===== src/rtl/regfile_mp_sb.sv =====
// Multi-port register file with write-to-read bypass and a per-register busy scoreboard.
// Register 0 is hardwired to zero and is never marked busy.
module regfile_mp_sb #(
    parameter int XLEN   = 32,
    parameter int NREGS  = 32,
    parameter int NREAD  = 2,
    parameter int BYPASS = 1,
    localparam int AW    = $clog2(NREGS)
) (
    input  logic                  clk,
    input  logic                  rst,
    input  logic [NREAD*AW-1:0]   rd_addr,
    output logic [NREAD*XLEN-1:0] rd_data,
    output logic [NREAD-1:0]      rd_busy,
    input  logic                  we,
    input  logic [AW-1:0]         wr_addr,
    input  logic [XLEN-1:0]       wr_data,
    input  logic                  issue_valid,
    input  logic [AW-1:0]         issue_rd,
    output logic [AW:0]           busy_cnt,
    output logic                  issue_hazard
);

    localparam bit BYP = (BYPASS != 0);

    logic [XLEN-1:0] regs_q [NREGS];
    logic [NREGS-1:0] busy_q, busy_d;
    logic [AW:0]      busy_cnt_q, busy_cnt_d;
    logic             wr_en;

    assign wr_en = we && (wr_addr != '0);

    // Set (new producer issuing) beats clear (writeback completing) on the same register.
    always_comb begin
        // NOTE: every combinational output gets a default first so no latch can be inferred.
        busy_d     = busy_q;
        busy_cnt_d = '0;
        busy_d[0]  = 1'b0;
        for (int unsigned r = 1; r < NREGS; r++) begin
            if (issue_valid && issue_rd == AW'(r)) begin
                busy_d[r] = 1'b1;
            end else if (we && wr_addr == AW'(r)) begin
                busy_d[r] = 1'b0;
            end
        end
        for (int unsigned r = 0; r < NREGS; r++) begin
            busy_cnt_d = busy_cnt_d + {{AW{1'b0}}, busy_d[r]};
        end
    end

    always_ff @(posedge clk) begin
        if (rst) begin
            // NOTE: the storage array is cleared on reset so reads never return X afterwards;
            // this costs a reset path on every entry and is intentional here.
            for (int r = 0; r < NREGS; r++) begin
                regs_q[r] <= '0;
            end
            busy_q     <= '0;
            busy_cnt_q <= '0;
        end else begin
            // NOTE: non-blocking assignments keep every register updating from pre-edge values.
            if (wr_en) begin
                regs_q[wr_addr] <= wr_data;
            end
            busy_q     <= busy_d;
            busy_cnt_q <= busy_cnt_d;
        end
    end

    for (genvar g = 0; g < NREAD; g++) begin : g_rd
        logic [AW-1:0] ra;
        logic          fwd;
        assign ra  = rd_addr[g*AW +: AW];
        assign fwd = BYP && we && (wr_addr == ra);
        assign rd_data[g*XLEN +: XLEN] = (ra == '0) ? '0 :
                                         fwd        ? wr_data : regs_q[ra];
        assign rd_busy[g] = (ra != '0) && !fwd && busy_q[ra];
    end

    // A same-cycle writeback to issue_rd does not mask the WAW hazard.
    assign issue_hazard = issue_valid && (issue_rd != '0) && busy_q[issue_rd];
    assign busy_cnt     = busy_cnt_q;

endmodule


===== config.mk =====
export PLATFORM = sky130hd
export DESIGN_NAME = regfile_mp_sb
export DESIGN_NICKNAME = d
export VERILOG_FILES = /design/src/rtl/regfile_mp_sb.sv
export SDC_FILE = /design/constraint.sdc
export NUM_CORES = 2
export LEC_CHECK = 0
export BUFFER_PORTS_ARGS = -buffer_cell sky130_fd_sc_hd__buf_2
export CAP_MARGIN = 20
export CORE_MARGIN = 4
export CORE_UTILIZATION = 30
export CTS_CLUSTER_DIAMETER = 100
export DETAILED_ROUTE_END_ITERATION = 8
export PLACE_DENSITY = 0.48
export SYNTH_ARGS = -nofsm -noshare
export SYNTH_HDL_FRONTEND = slang
export SYNTH_SLANG_ARGS = --single-unit

===== constraint.sdc =====
create_clock -name clk -period 6.07 [get_ports clk]
set_input_delay 0.607 -clock clk [delete_from_list [all_inputs] [get_ports clk]]
set_output_delay 0.607 -clock clk [all_outputs]
set_load 0.01 [all_outputs]

## Yosys cells after proc, flatten, opt, wreduce, memory -nomap -nowiden

Memory sizes are Yosys's and may differ from the RTL's.
Index checks and enable logic that the tools add are counted.

- $add $sub $neg: 30
- $lt $le $gt $ge: 3
- Equal/unequal tests: 64
- Multiplexer cells: 80
- Reduce and logical (&&, ||, !) cells: 80

Operators with widths:

| cell | number |
|---|---|
| $eq 5x5->1 const B | 32 |
| $mux 32 | 5 |
| $add 6x1->6 | 25 |
| $eq 5x4->1 const B | 16 |
| $logic_and 1x1->1 | 71 |
| $mux 1 | 71 |
| $eq 5x3->1 const B | 8 |
| $reduce_or 32->1 | 1 |
| $eq 5x2->1 const B | 4 |
| $reduce_bool 5->1 | 4 |
| $lt 5x6->1 const B | 3 |
| $bmux 1 s5 | 3 |
| $eq 5x1->1 const B | 2 |
| $eq 5x5->1 | 2 |
| $logic_not 5->1 | 2 |
| $add 5x1->6 | 1 |
| $add 4x1->5 | 1 |
| $mux 5 | 1 |
| $add 3x1->4 | 1 |
| $add 2x1->3 | 1 |
| $add 1x1->2 | 1 |
| $logic_not 1->1 | 2 |

- Register bits after elaboration: 38
- RAM bits: 1024
- Bits of input ports: 56
- Output and inout bits: 73
- Word-level logic and storage cells: 261
- Memories kept: 1

Memory list:

| memory | depth | bits a word | read ports | clocked after Yosys merged registers in | write ports | line | text |
|---|---|---|---|---|---|---|---|
| regs_q | 32 | 32 | 2 | 0 | 32 | 26 | `logic [XLEN-1:0] regs_q [NREGS];` |

## Longest topological paths before layout

- Word-level depth: 34
- Gate-level depth with buffers: 24
- Gate-level depth less buffers: 22

## Worst setup path before layout

Ideal clock, no wire load.

- Kind: input to register
- From: input port wr_addr[0]
- To: register busy_cnt_q[4], in the netlist busy_cnt[4]
- Library setup time: 0.128 ns
- Arrival: 5.928 ns
- Data required time: 5.942 ns
- Setup slack: 0.014 ns
- Stages: 21
- Path buffers: 1
- Cells stage by stage: clkbuf_1 nor3b_1 nand2_1 a32oi_1 fa_1 fa_1 inv_1 fa_1 inv_1 fa_1 fa_1 inv_1 fa_1 inv_1 fa_1 fa_1 inv_1 a21o_1 a21oi_1 xor2_1 nor2_1

- Word-level cells in the longest chain between the ends: 34
- Elaborated cells on any way between the ends: 154
- Classes of those cells: add/sub: 30; eq/ne: 31; mux: 62; reduce/logical: 31

RTL lines:

| what | line | text |
|---|---|---|
| start, declared | 16 | `input logic [AW-1:0] wr_addr,` |
| $eq 5x1->1 / $eq 5x2->1 (equally long branches) | 42 | `end else if (we && wr_addr == AW'(r)) begin` |
| $logic_and 1x1->1 | 42 |  |
| $mux 1 | 42 |  |
| $mux 1 | 40 | `if (issue_valid && issue_rd == AW'(r)) begin` |
| $add 1x1->2 | 47 | `busy_cnt_d = busy_cnt_d + {{AW{1'b0}}, busy_d[r]};` |
| $add 2x1->3 | 47 |  |
| $add 3x1->4 | 47 |  |
| $add 4x1->5 | 47 |  |
| $add 5x1->6 | 47 |  |
| $add 6x1->6 (24 in series) | 47 |  |
| $add 6x1->6 * | 47 |  |
| end signal, assigned | 66 | `busy_cnt_q <= busy_cnt_d;` |
| end, declared | 28 | `logic [AW:0] busy_cnt_q, busy_cnt_d;` |

Mark *: on every way between the ends. The rest lies on a longest branch, timed or not.
A chain may end at the register's enable or synchronous reset.

## Final worst setup path

- From: input port wr_addr[3]
- To: register busy_cnt_q[4], in the netlist busy_cnt[4]

The elaborated chain is that of the path after synthesis.

==> key figures <==
Run status
  • Status: completed

GRT
  • Largest net degree at the start of global routing: 71
  • Total gr overflow: 0
  • Initial antenna violation count: 26
  • Total GRT Usage: 0.2324
  • First-pass GRT wire length: around 320 mm
  • Vias in the first global route: between 30000 and 40000

Clock network
  • Worst-path clk slew: 0.06 ns
  • Clock root cell: clkbuf_16
  • CTS resizes: 0
  • CTS Buffer Depth: 3
  • Num Clock Sinks: 1061
  • Post-CTS Setup Repair Bufs: 0
  • CTS Buf Count: 116
  • Clock latency on the worst-skew pair: 0.74 ns
  • CTS tree: yes
  • Number of hold buffers added after cts: 0
  • H-Tree Depth: 3

Detailed routing
  • Routed WL: 236.9 mm
  • DRC viols: 0
  • Initial DRC count: approximately 4700
  • Via Count: 38120
  • Vias per Instance: 5.670
  • Antenna Nets Post-Route: 0
  • WL/cell: 35.24 um
  • 1st-pass router iterations: 7

Setup path
  • Setup Crit Path Kind: in2reg
  • Worst R2R Setup Slack: 0.78 ns
  • Reg2reg start: busy_q[24]
  • Worst-path maximum fanout: 11
  • R2r worst-path depth: 18
  • CP required: 6.69 ns
  • Critical path startpoint category: input port
  • CP Capture Type: flop
  • Worst Path Arrival: 6.06 ns
  • Reg2reg end: busy_cnt[4]

Timing
  • Final setup vio count: 0
  • Max Freq: 0.1840 GHz
  • Slew @ Worst Pin: between 1 and 1.5 ns
  • RSZ-0062 raised after global routing: no
  • Clk_skew: ~0.021 ns
  • Final Cycle Share: 0.8953
  • Setup TNS: 0 ns
  • Max_slew headroom: 0.2230
  • Final hold violation count: 0
  • Post-route minimum period: 5.435 ns
  • Max Slew Vio Count: 0

Placed design
  • Placed insts: 6491
  • Port Buffers: 128
  • DP HPWL: between 100 and 150 mm
  • Gpl congestion: 0.8872

Floorplan
  • Die W: about 450 um
  • Die height: ~450 um
  • Core Region: 192600 um^2
  • Die area: 200800 um^2
  • I/O pins: 129
  • Initial Util: 0.3018
  • Row count: 161

Min path
  • Hold Crit Class: in2reg
  • Hold_sp: rst
  • Worst Hold Depth: 2
  • Hold endpoint: busy_cnt[0]

Synth
  • Largest cells by area after synthesis: edfxtp_1 53%, mux4_2 18%, and2_1 11%
  • Syn Std Cell Area: 58110 um^2
  • Ys Warns: 0
  • Post-synthesis sequential area ratio: 0.5419
  • Synth cell types: 68
  • Post-synth ARST share: 0
  • Primary FF master, synth: edfxtp_1
  • EDFF count, synth: slightly above 1000
  • #FFs+latches synth: around 1100
  • Area leader, netlist: edfxtp_1
  • Share of the synthesized area in the top cell type: 0.5291
  • Mapped Cells: approximately 4000
  • Syn Area/Cell: 14.46 um^2

Cells and area
  • Most common cell after layout, fill and taps aside: edfxtp_1
  • Filler cells: between 15000 and 20000
  • Commonest cells after routing, fill and taps aside: 1024 x edfxtp_1, 1001 x and2_1, 454 x mux4_2, 194 x buf_4, 176 x mux2i_1
  • Post-layout util: 0.3418
  • Layout cell share with drive strength beyond 1: 0.2507
  • Nets: 4169
  • Syn-to-layout area delta: 13.26%
  • Non-filler cells, final: between 6000 and 7000

Power
  • Cell leakage power: 22.77 nW
  • Reg power frac: 0.473
  • Clock network fraction of total power: 0.391
  • Max rail drop VDD: 0.0002469 V
  • Sw Ratio: 0.2712
  • Combinational Power Share: 0.136
  • Power density over cell area: 276.6 nW/um^2
  • Net Sw Power: 4.937 mW
  • Internal power: 13.27 mW

Run
  • Max Cap Violations: 0
==> layer usage <==
| metal | GRT usage | share of wire | routed length, um | vias to the layer above |
|---|---|---|---|---|
| li1 | - | - | - | 15550 |
| met1 | 0.3116 | 0.41 | 96770 | 20340 |
| met2 | 0.3753 | 0.47 | 111700 | 1837 |
| met3 | 0.03898 | 0.076 | 18070 | 392 |
| met4 | 0.09506 | 0.044 | 10310 | 4 |
| met5 | 0 | 0.000097 | 23 | - |
==> per-stage QoR <==
stage	hold slack (ns)	setup slack [ns]	power, mW	cell area (um^2)
5_1_grt	0.2118	0.3209	18.71	65800
3_5_place_dp	0.5599	-0.1238	11.22	62090
6_report	0.2256	0.6355	18.21	65820
2_1_floorplan	0.5052	0.01429	10.11	58230
4_1_cts	0.1653	0.6667	18.26	65790
3_3_place_gp	0.5800	-0.1370	11.21	62090
==> sequential cells by signal, summed over array words and instances (netlist names) <==
register	cells
busy_q	31
busy_cnt	6
regs_q	1024
==> how the worst max path moves through the flow <==
stage | from | to | cells past startpoint
finish | wr_addr[3] | busy_cnt[4] | 23
global route | wr_addr[3] | busy_cnt[4] | 23
CTS | wr_addr[3] | busy_cnt[4] | 23
detailed placement | wr_addr[3] | busy_cnt[4] | 23
global placement | wr_addr[3] | busy_cnt[4] | 20
floorplan | wr_addr[0] | busy_cnt[4] | 21
==> power by group through the flow <==
stage / registers, mW / clock network (mW) / logic, mW
final: 8.62 / 7.11 / 2.47
after global routing: 8.66 / 7.49 / 2.56
after CTS: 8.61 / 7.19 / 2.46
after detailed placement: 8.77 / 0 / 2.45
after global placement: 8.75 / 0 / 2.46
after floorplan: 8.69 / 0 / 1.42
==> cells in the mapped netlist, types with 13 or more instances <==
library cell	number
a21oi_1	69
a221oi_1	26
a22o_1	37
a22oi_1	84
a32o_1	27
and2_1	1002
buf_1	13
buf_2	69
buf_4	38
buf_6	23
clkbuf_1	272
dfxtp_1	37
edfxtp_1	1024
fa_1	23
inv_1	25
mux2i_1	176
mux4_1	13
mux4_2	454
nand2_1	132
nand3_1	41
nor2_1	74
nor2b_1	30
nor3_1	14
o21ai_0	27
o221ai_1	27
o22ai_1	59
or2_2	30
==> logic make-up after synthesis <==
family,synth area share
flops,0.5419
compound gates,0.05751
mux,0.2125
simple gates,0.1397
buf+inv,0.03695
xor+xnor,0.001959
fa+ha+maj,0.009430
other cells,0.00006453
==> area by class of cell <==
| class | count | area, um^2 | area share |
|---|---|---|---|
| Antenna cell | 12 | 30.03 | 0.0004562 |
| Sequential cell | 1061 | 31490 | 0.4785 |
| Multi-Input combinational cell | 2541 | 24860 | 0.3777 |
| Timing Repair Buffer | 337 | 2482 | 0.03772 |
| Clock buffer | 144 | 3029 | 0.04602 |
| Clock inverter | 75 | 668.1 | 0.01015 |
| Tap cell | 2526 | 3161 | 0.04802 |
| Inverter | 26 | 97.59 | 0.001483 |
==> worst max-delay path: stages <==
cell	delay, ns
buf_2	0.08
buf_4	0.17
nand2_1	0.09
nor2_1	0.21
nand2_1	0.08
a22oi_1	0.26
fa_1	0.48
fa_1	0.57
inv_1	0.05
fa_1	0.53
inv_1	0.07
fa_1	0.46
fa_1	0.49
inv_1	0.05
fa_1	0.47
inv_1	0.05
fa_1	0.41
fa_1	0.45
inv_1	0.07
a21o_1	0.10
a21oi_1	0.07
xor2_1	0.15
nor2_1	0.06
Power figures use the tool's default switching activity.
